--- config.mk ---
export PLATFORM = sky130hd
export DESIGN_NAME = phase_avg_decimator
export DESIGN_NICKNAME = d
export VERILOG_FILES = /design/src/rtl/phase_avg_decimator.sv
export SDC_FILE = /design/constraint.sdc
export NUM_CORES = 1
export LEC_CHECK = 0
export BUFFER_PORTS_ARGS = -buffer_cell sky130_fd_sc_hd__buf_4
export CAP_MARGIN = 15
export CELL_PAD_IN_SITES_DETAIL_PLACEMENT = 1
export CELL_PAD_IN_SITES_GLOBAL_PLACEMENT = 1
export CORE_MARGIN = 4
export CORE_UTILIZATION = 53
export DETAILED_ROUTE_END_ITERATION = 8
export PLACE_DENSITY_LB_ADDON = 0.1
export SYNTH_ARGS = -nofsm -noshare
export SYNTH_HDL_FRONTEND = slang
export SYNTH_SLANG_ARGS = --single-unit
export TNS_END_PERCENT = 100
--- constraint.sdc ---
create_clock -name clk -period 3.3 [get_ports clk]
set_input_delay 0 -clock clk [delete_from_list [all_inputs] [get_ports clk]]
set_output_delay 0 -clock clk [all_outputs]
set_load 0.02 [all_outputs]
--- src/rtl/phase_avg_decimator.sv ---
// phase_avg_decimator
// Averages non-overlapping windows of 2^LOG2_N signed phase samples and queues
// each window average in a first-word-fall-through FIFO read over valid/ready.
//
// Ports:
//   clk, rst_n     clock, asynchronous active-low reset
//   run            1 = accumulate windows, 0 = idle and drop the partial window
//   phase_in       signed 16-bit phase sample
//   phase_in_en    one-cycle strobe qualifying phase_in
//   m_data         head-of-FIFO window average
//   m_valid        FIFO non-empty
//   m_ready        downstream accepts m_data
//   fifo_level     FIFO occupancy
//   overflow       sticky: a result was dropped because the FIFO was full
//   busy           accumulating (state ACCUM)
module phase_avg_decimator #(
    parameter int unsigned LOG2_N     = 6,
    parameter int unsigned FIFO_DEPTH = 16,
    parameter int unsigned AW         = 4
) (
    input  logic          clk,
    input  logic          rst_n,
    input  logic          run,
    input  logic [15:0]   phase_in,
    input  logic          phase_in_en,
    output logic [15:0]   m_data,
    output logic          m_valid,
    input  logic          m_ready,
    output logic [AW:0]   fifo_level,
    output logic          overflow,
    output logic          busy
);

    localparam int unsigned ACCW = 16 + LOG2_N;

    typedef enum logic {
        S_IDLE  = 1'b0,
        S_ACCUM = 1'b1
    } state_t;

    state_t                   r_state;
    logic                     r_busy;
    logic                     r_run_d;
    logic signed [ACCW-1:0]   r_acc;
    logic [LOG2_N-1:0]        r_cnt;

    logic                     r_push_vld;
    logic [15:0]              r_push_data;

    logic [15:0]              r_mem [FIFO_DEPTH];
    logic [AW-1:0]            r_wr_ptr;
    logic [AW-1:0]            r_rd_ptr;
    logic [AW:0]              r_level;
    logic                     r_valid;
    logic                     r_overflow;

    logic signed [ACCW-1:0]   w_ext;
    logic signed [ACCW-1:0]   w_sum;
    logic [15:0]              w_avg;
    logic                     w_complete;
    logic                     w_pop;
    logic                     w_full;
    logic                     w_wr;
    logic                     w_drop;
    logic                     w_run_rise;
    logic [AW:0]              w_level_nxt;

    // Sign-extended running sum including the current sample
    assign w_ext = ACCW'($signed(phase_in));
    assign w_sum = r_acc + w_ext;
    // Taking bits above LOG2_N of a two's-complement sum is floor division
    assign w_avg = w_sum[LOG2_N +: 16];

    assign w_complete = (r_state == S_ACCUM) && run && phase_in_en && (&r_cnt);

    // Window FSM, accumulator and sample counter
    always_ff @(posedge clk or negedge rst_n) begin
        if (!rst_n) begin
            r_state <= S_IDLE;
            r_busy  <= 1'b0;
            r_acc   <= '0;
            r_cnt   <= '0;
        end else begin
            case (r_state)
                S_IDLE: begin
                    if (run) begin
                        r_state <= S_ACCUM;
                        r_busy  <= 1'b1;
                    end
                end
                S_ACCUM: begin
                    if (!run) begin
                        // Partial window is discarded
                        r_state <= S_IDLE;
                        r_busy  <= 1'b0;
                        r_acc   <= '0;
                        r_cnt   <= '0;
                    end else if (phase_in_en) begin
                        if (&r_cnt) begin
                            r_acc <= '0;
                            r_cnt <= '0;
                        end else begin
                            r_acc <= w_sum;
                            r_cnt <= r_cnt + 1'b1;
                        end
                    end
                end
                default: begin
                    r_state <= S_IDLE;
                    r_busy  <= 1'b0;
                end
            endcase
        end
    end

    // Push stage: one-cycle register between window completion and FIFO write
    always_ff @(posedge clk or negedge rst_n) begin
        if (!rst_n) begin
            r_push_vld  <= 1'b0;
            r_push_data <= '0;
        end else begin
            r_push_vld <= w_complete;
            if (w_complete) begin
                r_push_data <= w_avg;
            end
        end
    end

    // FIFO control; a full FIFO still accepts a write when the head pops
    assign w_pop       = r_valid && m_ready;
    assign w_full      = (r_level == (AW+1)'(FIFO_DEPTH));
    assign w_wr        = r_push_vld && (!w_full || w_pop);
    assign w_drop      = r_push_vld && w_full && !w_pop;
    assign w_run_rise  = run && !r_run_d;
    assign w_level_nxt = r_level + (AW+1)'(w_wr) - (AW+1)'(w_pop);

    // FIFO storage, pointers, level and sticky overflow
    always_ff @(posedge clk or negedge rst_n) begin
        if (!rst_n) begin
            for (int i = 0; i < int'(FIFO_DEPTH); i++) begin
                r_mem[i] <= '0;
            end
            r_wr_ptr   <= '0;
            r_rd_ptr   <= '0;
            r_level    <= '0;
            r_valid    <= 1'b0;
            r_overflow <= 1'b0;
            r_run_d    <= 1'b0;
        end else begin
            r_run_d <= run;
            if (w_wr) begin
                r_mem[r_wr_ptr] <= r_push_data;
                r_wr_ptr        <= r_wr_ptr + 1'b1;
            end
            if (w_pop) begin
                r_rd_ptr <= r_rd_ptr + 1'b1;
            end
            r_level <= w_level_nxt;
            r_valid <= (w_level_nxt != '0);
            if (w_run_rise) begin
                r_overflow <= 1'b0;
            end else if (w_drop) begin
                r_overflow <= 1'b1;
            end
        end
    end

    assign m_data     = r_mem[r_rd_ptr];
    assign m_valid    = r_valid;
    assign fifo_level = r_level;
    assign overflow   = r_overflow;
    assign busy       = r_busy;

endmodule

==> results.yml, run 1 <==
global_route:
  grt_usage: 0.243
  grt_pass1_vias: 10100
  grt_pass1_wl_microns: 58800
  grt_start_max_net_pins: 94
  grt_antenna_before_repair: 0
  global_route_total_overflow: 0
finish:
  num_antenna_cells: 0
  drive_gt1_frac: 0.435
  area.growth.synth_to_final_pct: 13.4
  final_util: 0.613
  layout.nets: 1152
synth:
  avgSynthCellArea_sq_um: 14.5
  synth.yosys.warnings: 0
  mapped_area_sq_mm: 0.0151
  synth_seq_cells: 318
  synth_enable_flop_cells: 0
  post_synth_num_cell_types: 58
  postSynthNetCount: 1102
  netlist_instances: 1045
  sequential_fraction_of_the_synthesis_area: 0.526
  postSynth.topFlopCell: "dfrtp_1"
  ys_async_sr_fraction: 1.00
timing:
  finalClockSkew_ns: 0.0166
  setup_viol: 0
  timing.final.crit_share: 0.850
  hold_violations: 0
  fin_crit_ns: 2.81
  timing.slew.headroom: 0.312
  report.final.slew_viol_count: 0
  slew_worst_pin_ns: 1.03
  maximum_clock_frequency_mhz: 356
  worst_hold_margin_ns: 0.0261
  grt_setup_unrepaired: "no"
  totalNegativeSetupSlack_ns: 0
clock_tree:
  cts.reportedPaths.clkPinSlew_ns: 0.05
  clock_insertion_delay_worst_skew_ns: 0.52
  cts_root_buffer: "clkbuf_16"
  clk_path_buf_depth: 3
  h-tree-depth: 2
  tritoncts: "yes"
  post_cts_buffers: 0
  tritoncts.num_buffers: 36
  numClockSinks: 318
die:
  full_die_area_sq_mm: 0.0313
  chipHeight_microns: 177
  std_cell_rows: 61
  core_sq_mm: 0.0280
  ios: 45
  die-width_microns: 177
  floorplan.initialDensity: 0.540
setup_path:
  worst-endpoint-arrival_ns: 2.81
  crit_type: "register to output port"
  crit_path_cell_chain: "buf_12 -> mux4_2 -> mux4_2 -> buf_4"
  worstSetupEndpointType: "output port"
  crit_top_cell: "mux4_2"
  critPathBufInv: 2
  critical_path.top_delay_family: "multiplexers"
  cp_max_fo: 45
  critical_path.startpoint_type: "register"
  critical_path.max_stage_delay_ns: 0.79
  critPathSlowestCell: "dfrtp_2"
  critical_path_required_ns: 3.30
status:
  result_of_the_run: "complete, no violations"
power_and_ir_drop:
  power_density_mw_per_mm2: 595
  static-leakage-power_nw: 8.43
  power.ir.vdd_worst_uv: 395
placement:
  detailed_place_hpwl_microns: 21500
  buffers_on_ports: 44
  gpl.final_weighted_congestion: 0.807
route:
  drt.antenna.violating_nets: 0
  vias_per_cell: 5.99
  drc: 0
  drt_pass1_iterations: 6
  num_vias: 8966
  total_wire_length_after_detailed_routing_microns: 36200
  drt-wirelength-per-cell_microns: 24.2
  initialDrtViolationCount: 541
worst_hold_path:
  worst_min_path_class: "input port to register"
run:
  drv.max_cap_violation_count: 0
==> timing repair <==
action                                 4_1_cts  5_1_grt
hold buffers                                 6        0
resized for setup                            0        0
endpoints found under the hold margin      101        0
==> cell usage in the layout, fill, tap and decap left out, types with 6 or more instances in the layout <==
cell type      netlist  routed
nand3_1             11      11
and3_1               6       6
o21ai_0             23      22
clkbuf_16            0      37
nand4_1              6       6
mux4_2              80      80
dfrtp_1            318     316
nand2_1             67      67
mux2_2             261     261
a21oi_1             20      20
buf_4                6      65
a22o_1              15      15
clkbuf_1            34       7
a21o_1               8       8
nand2b_1             7       7
xnor2_1             16      16
clkbuf_8             0      10
ha_1                34      34
o21bai_1             6       6
inv_1               17      17
dlygate4sd3_1        0       6
xor2_1              12      12
nor2_1              19      19
==> worst min-delay path: cells and delay by family <==
kind,cells,cell delay [ns]
fa+ha+maj,1,0.21
xor+xnor,1,0.14
buf+inv,1,0.08
compound gates,1,0.07
==> final timing paths <==
path | slack, ns | depth (start not counted) | from | end
setup / recovery | 0.49 | 4 | r_rd_ptr[1] | m_data[15]
hold / removal | 0.03 | 4 | phase_in[5] | r_acc[5]
setup reg to reg | 0.63 | 11 | r_acc[0] | r_acc[18]
hold reg to reg | 0.49 | 2 | r_acc[5] | r_acc[5]
max in group asynchronous | 2.27 | 3 | rst_n | r_mem[10]
min in group asynchronous | 0.11 | 2 | rst_n | r_mem[243]
==> power breakdown <==
part           internal (mW)  total, mW  switching, mW
clock                   2.36       3.96           1.59
sequential              4.03       4.23          0.207
combinational          0.888       2.02           1.13
total                   7.28       10.2           2.93
==> area by class of cell <==
class	count	area, sq um
Fill cell	2630	10900
Tap cell	378	473
Multi-Input combinational cell	644	6820
Clock buffer	54	1090
Sequential cell	318	7960
Clock inverter	8	82.6
Timing Repair Buffer	77	663
Inverter	18	67.6
==> cells by family (layout without fill, tap and decap cells) <==
kind of cell               count (synthesis)  after routing  share of synthesized area
buffers and inverters                     83            157                     0.0238
muxes                                    342            342                      0.314
AOI/OAI and AO/OA                        102            102                     0.0481
DFF                                      318            318                      0.526
xor gates and xnor gates                  28             28                     0.0162
and+or+nand+nor                          136            136                     0.0415
adders and majority gates                 36             36                     0.0308
==> flip-flops by register name, summed over array words and instances, names as in the netlist <==
register,cells
r_wr_ptr,4
r_mem,256
r_rd_ptr,4
fifo_level,5
r_run_d,1
m_valid,1
r_cnt,6
overflow,1
r_acc,22
busy,1
r_push_data,16
r_push_vld,1
==> stage by stage <==
stage                     std cells  area [sq um]  setup slack (ns)  total power, mW
final                          1497         17200             0.494             10.2
after global routing           1497         17200             0.429             10.7
after CTS                      1497         17200             0.475             10.4
after detailed placement       1429         15900             0.657             6.37
after global placement         1429         15900             0.739             6.33
after floorplan                1045         15100             0.879             5.71
==> per-layer routing <==
layer | vias to the layer above | part of all wire | wire, microns | track usage
met5 | - | 0 | 0 | 0
met4 | 0 | 0.018 | 656 | 0.0564
met3 | 53 | 0.034 | 1240 | 0.0350
met2 | 138 | 0.52 | 18700 | 0.425
met1 | 4808 | 0.43 | 15600 | 0.324
li1 | 3967 | - | - | -
==> synthesized netlist by cell type (6+ instances only) <==
cell type / n / area [sq um]
a21o_1: 8 / 60.1
a21oi_1: 20 / 100
a22o_1: 15 / 131
and3_1: 6 / 37.5
buf_2: 21 / 105
buf_4: 6 / 45.0
clkbuf_1: 34 / 128
dfrtp_1: 318 / 7960
ha_1: 34 / 425
inv_1: 17 / 63.8
mux2_2: 261 / 2940
mux4_2: 80 / 1800
nand2_1: 67 / 251
nand2b_1: 7 / 43.8
nand3_1: 11 / 55.1
nand4_1: 6 / 37.5
nor2_1: 19 / 71.3
o21ai_0: 23 / 115
o21bai_1: 6 / 45.0
xnor2_1: 16 / 140
xor2_1: 12 / 105
No activity file was read; power rests on OpenSTA's default activity.
==> run 2: changes to the inputs <==
CORE_ASPECT_RATIO = 1.2   (was not set)
==> run 2 against run 1 <==
Compared with the run above:
- critical path depth unchanged
- clock-buffer cell count down 5
- register-to-register slack about the same
- final cell count down 0.13%
- sequential share of layout area up 0.10 points
- critical endpoint is now m_data[13]
- largest cell class unchanged
- largest power group unchanged
- highest routed layer unchanged
==> results.yml, run 2 (synthesis gave the netlist of run 1 again) <==
clock_tree:
  post_cts_buffers: 0
  ctsResizeCount: 0
  clk_path_buf_depth: 3
  cts.reportedPaths.clkPinSlew_ns: 0.06
  h-tree-depth: 2
  tritoncts: "yes"
  numClockSinks: 318
  clock_insertion_delay_worst_skew_ns: 0.50
  tritoncts.num_buffers: 34
  cts_root_buffer: "clkbuf_16"
setup_path:
  cp_num_cells: 4
  crit_path_cell_chain: "buf_4 -> mux4_2 -> mux4_2 -> buf_4"
  critical_path.startpoint: "r_rd_ptr[1]"
  critPathBufInv: 2
  reg2reg_depth: 11
  critical_path.top_delay_family: "multiplexers"
  r2r_slack_ns: 0.62
  critical_path.max_stage_delay_ns: 0.81
  crit_type: "register to output port"
  cp_max_fo: 24
  critical_path.startpoint_type: "register"
  crit-reg2reg-capture: "r_acc[18]"
  critical_path.endpoint: "m_data[13]"
  reg2reg_from: "r_acc[0]"
  worstSetupEndpointType: "output port"
  worst-endpoint-arrival_ns: 2.79
  critPathSlowestCell: "dfrtp_2"
  critical_path_required_ns: 3.30
power_and_ir_drop:
  power.switching_fraction: 0.286
  static-leakage-power_nw: 8.42
  switching_power_mw: 2.92
  power_frac_comb: 0.205
  power.sequential.fraction: 0.416
  cellInternalPower_mw: 7.27
  power.ir.vdd_worst_uv: 375
  power_frac_clock: 0.380
  power_density_mw_per_mm2: 595
global_route:
  grt.met3_usage: 0.0287
  gr-max-usage-layer: "met2"
  grt_start_max_net_pins: 92
  grt_antenna_before_repair: 0
  global_route_total_overflow: 0
  grt_pass1_wl_microns: 59400
  grt_pass1_vias: 10200
  grt_usage: 0.245
  grt.met1_usage: 0.320
  use_met2: 0.443
finish:
  reg.largest.list: "r_mem x256, r_acc x22, r_push_data x16"
  num-fill-cells: 2623
  area.growth.synth_to_final_pct: 13.1
  leading_cell_types_in_the_layout_fill_and_taps_excluded: "dfrtp_1, mux2_2, mux4_2, nand2_1, buf_4"
  registers.top_by_ff_count: "r_mem"
  drive_gt1_frac: 0.435
  largest_reg_flops: 256
  layout.nets: 1150
  final_util: 0.610
  num_antenna_cells: 0
  layout.cells.most_common: "dfrtp_1"
  layout.cell_area.non_filler_sq_mm: 0.0171
timing:
  timing.final.crit_share: 0.846
  grt_setup_unrepaired: "no"
  finalClockSkew_ns: 0.0102
  timing.slew.headroom: 0.496
  maximum_clock_frequency_mhz: 358
  report.final.slew_viol_count: 0
  hold_violations: 0
  slew_worst_pin_ns: 0.753
  setup_viol: 0
  totalNegativeSetupSlack_ns: 0
  fin_crit_ns: 2.79
route:
  vias_per_cell: 5.98
  total_wire_length_after_detailed_routing_microns: 37000
  drc: 0
  initialDrtViolationCount: 448
  drt-wirelength-per-cell_microns: 24.8
  drt.antenna.violating_nets: 0
  drt_pass1_iterations: 4
  num_vias: 8943
placement:
  buffers_on_ports: 44
  detailed_place_hpwl_microns: 22500
  postPlaceCellArea_sq_mm: 0.0159
  gpl.final_weighted_congestion: 0.821
status:
  result_of_the_run: "complete, no violations"
die:
  chipHeight_microns: 193
  full_die_area_sq_mm: 0.0313
  core_sq_mm: 0.0281
  die-width_microns: 162
  std_cell_rows: 67
  floorplan.initialDensity: 0.539
  ios: 45
worst_hold_path:
  worst_min_path_class: "input port to register"
run:
  drv.max_cap_violation_count: 0
## run 2: cell types whose count changed in the layout (fill, tap and decap cells not counted), sizes merged
cell	change
clkbuf	-5
clkinv	+3
inv	-2
bufinv	+1
## run 2: final cells by class
type | count | area [sq um] | area share
flip-flops and latches | 318 | 7960 | 0.465
multi-input cells | 644 | 6820 | 0.398
clock buffers | 49 | 1030 | 0.0602
repair buffers | 77 | 663 | 0.0387
well taps | 379 | 474 | 0.0277
clock inverters | 10 | 103 | 0.00599
inverters | 18 | 67.6 | 0.00395
## run 2: stage by stage
stage | setup slack, ns | hold WS [ns] | total power, mW | instances
3_3_place_gp | 0.732 | 0.0739 | 6.37 | 1430
5_1_grt | 0.448 | 0.0632 | 10.7 | 1495
3_5_place_dp | 0.658 | 0.0837 | 6.41 | 1430
2_1_floorplan | 0.879 | -0.296 | 5.71 | 1045
4_1_cts | 0.490 | 0.0119 | 10.3 | 1495
6_report | 0.507 | 0.0292 | 10.2 | 1495
## run 2: power groups by stage
stage | Clock, mW | Sequential [mW] | Combinational (mW)
4_1_cts | 3.96 | 4.24 | 2.13
5_1_grt | 4.13 | 4.25 | 2.28
3_3_place_gp | 0 | 4.30 | 2.07
2_1_floorplan | 0 | 4.21 | 1.50
3_5_place_dp | 0 | 4.30 | 2.10
6_report | 3.87 | 4.23 | 2.09
## run 2: per-layer routing
layer  vias to the layer above  share of wire
met1                      4808           0.42
li1                       3959              -
met2                       127           0.53
met4                         0          0.021
met5                         -              0
met3                        49          0.031
## run 2: how the worst min path moves through the flow
stage                 start  slack (ns)  cells after the start               to
2_1_floorplan         rst_n       -0.30                      0             busy
4_1_cts        phase_in[15]        0.01                      4  r_push_data[15]
3_3_place_gp          rst_n        0.07                      1       r_mem[243]
5_1_grt        phase_in[15]        0.06                      4  r_push_data[15]
3_5_place_dp          rst_n        0.08                      1       r_mem[243]
6_report       phase_in[15]        0.03                      4  r_push_data[15]
## run 2: timing repair
item	in CTS	in global routing
endpoints found under the hold margin	99	0
hold buffers	6	0
endpoints found under the setup margin	0	0
## run 2: tightest hold or removal path, cell delays in order
cell     delay, ns
buf_4         0.15
xnor2_1       0.12
xor2_1        0.15
o21ai_1       0.07
==> run 3: changes to the inputs <==
clock period = 2.6 ns   (was 3.3 ns; I/O delays follow)
==> run 3 against run 2 <==
Compared with the run above:
- routed wire length grew 1.2%
- flip-flop and latch count did not move
- sequential share of layout area is 1.3 points lower
- final area rose by 3.0%
- core utilization is 1.8 points higher
- critical path type unchanged
- critical endpoint is now m_data[9]
- largest power group is now clock
==> results.yml, run 3 (synthesis gave the netlist of run 1 again) <==
power_and_ir_drop:
  power.sequential.fraction: 0.388
  report.power.total_mw: 13.7
  power.ir.vdd_worst_uv: 560
  power_density_mw_per_mm2: 778
  cellInternalPower_mw: 9.84
  power_frac_clock: 0.401
  static-leakage-power_nw: 8.65
  switching_power_mw: 3.87
  power_frac_comb: 0.211
  power.switching_fraction: 0.282
placement:
  buffers_on_ports: 44
  gpl.final_weighted_congestion: 0.791
  postPlaceCellArea_sq_mm: 0.0162
  detailed_place_hpwl_microns: 24200
worst_hold_path:
  worst_min_path_class: "input port to register"
clock_tree:
  clock_insertion_delay_worst_skew_ns: 0.51
  numClockSinks: 318
  cts_root_buffer: "clkbuf_16"
  tritoncts.num_buffers: 35
  cts.reportedPaths.clkPinSlew_ns: 0.06
  tritoncts: "yes"
  h-tree-depth: 2
  clk_path_buf_depth: 3
die:
  floorplan.initialDensity: 0.539
  full_die_area_sq_mm: 0.0313
  core_sq_mm: 0.0281
  ios: 45
  die-width_microns: 162
  std_cell_rows: 67
  chipHeight_microns: 193
route:
  drc: 0
  vias_per_cell: 5.94
  drt.antenna.violating_nets: 0
  initialDrtViolationCount: 425
  total_wire_length_after_detailed_routing_microns: 37500
  drt_pass1_iterations: 4
  drt-wirelength-per-cell_microns: 24.5
  num_vias: 9077
run:
  drv.max_cap_violation_count: 0
finish:
  layout.nets: 1182
  num_antenna_cells: 0
  layout.cell_area.non_filler_sq_mm: 0.0176
  area.growth.synth_to_final_pct: 16.5
  final_util: 0.628
  drive_gt1_frac: 0.457
  reg.largest.list: "r_mem x256, r_acc x22, r_push_data x16"
  registers.top_by_ff_count: "r_mem"
  largest_reg_flops: 256
  leading_cell_types_in_the_layout_fill_and_taps_excluded: "dfrtp_1, mux2_2, buf_4, mux4_2, nand2_1"
  layout.cells.most_common: "dfrtp_1"
timing:
  maximum_clock_frequency_mhz: 397
  hold_violations: 0
  grt_setup_unrepaired: "yes"
  report.final.slew_viol_count: 0
  fin_crit_ns: 2.52
  timing.slew.headroom: 0.565
  timing.final.crit_share: 0.969
  slew_worst_pin_ns: 0.653
  finalClockSkew_ns: 0.00991
  setup_viol: 0
global_route:
  grt_pass1_wl_microns: 60000
  global_route_total_overflow: 0
  grt_pass1_vias: 10300
  grt_antenna_before_repair: 0
  grt_start_max_net_pins: 86
  grt_usage: 0.247
setup_path:
  r2r_slack_ns: 0.09
  crit_top_cell: "mux4_2"
  critical_path_required_ns: 2.60
  worstSetupEndpointType: "output port"
  critPathSlowestCell: "mux4_2"
  critical_path.max_stage_delay_ns: 0.55
  worst-endpoint-arrival_ns: 2.52
  crit_type: "register to output port"
  crit_path_cell_chain: "buf_12 -> mux4_2 -> mux4_2 -> buf_4"
  cp_max_fo: 18
  critical_path.startpoint_type: "register"
status:
  result_of_the_run: "complete, no violations"
==> run 3: power groups by stage <==
stage               clock network, mW  logic [mW]  registers, mW
floorplan                           0        1.91           5.34
global placement                    0        2.76           5.44
detailed placement                  0        2.79           5.45
CTS                              5.60        2.90           5.32
global route                     5.83        3.16           5.34
finish                           5.50        2.89           5.32
==> run 3: cell type report <==
type | instances | area (sq um)
clock buffers | 44 | 962
clock inverters | 18 | 310
fillers | 2591 | 10500
inverters | 18 | 67.6
multi-input cells | 644 | 6870
flip-flops and latches | 318 | 7960
well taps | 379 | 474
repair buffers | 108 | 983
==> run 3: routing by layer <==
| layer | share of wire | global-route usage | up-vias |
|---|---|---|---|
| met3 | 0.027 | 0.0296 | 57 |
| met1 | 0.42 | 0.317 | 4877 |
| met4 | 0.020 | 0.0511 | 0 |
| li1 | - | - | 4015 |
| met5 | 0 | 0 | - |
| met2 | 0.53 | 0.454 | 128 |
==> run 3: critical path, delay by kind of cell (launching register included) <==
kind / cells / cell delay (ns)
buffers and inverters: 2 / 0.40
DFF: 1 / 0.52
muxes: 2 / 1.07
==> run 3: path summary, 6_finish.rpt <==
path                                  start               to  depth (start not counted)
max in group asynchronous             rst_n      r_rd_ptr[0]                          3
min in group asynchronous             rst_n       r_mem[195]                          2
worst max register to register     r_acc[0]  r_push_data[14]                         11
worst max-delay path            r_rd_ptr[0]        m_data[9]                          4
worst min-delay path            phase_in[2]         r_acc[2]                          4
worst min register to register         busy             busy                          2
==> run 3: stage by stage <==
stage / hold slack [ns] / TNS, ns / cells / setup slack, ns
2_1_floorplan: -0.296 / 0 / 1045 / 0.179
3_5_place_dp: -0.00848 / 0 / 1456 / 0.0202
5_1_grt: 0.0670 / -0.0215 / 1529 / -0.0189
3_3_place_gp: -0.00947 / 0 / 1456 / 0.0570
6_report: 0.0438 / 0 / 1529 / 0.0805
4_1_cts: 0.0242 / 0 / 1529 / 0.00639
==> run 3: repair_timing <==
action | 4_1_cts | 5_1_grt
gates resized for setup | 1 | 10
hold endpoints to repair | 297 | 0
pin swaps | 2 | 3
endpoints found under the setup margin | 15 | 12
hold buffers | 7 | 0
setup buffers | 4 | 0
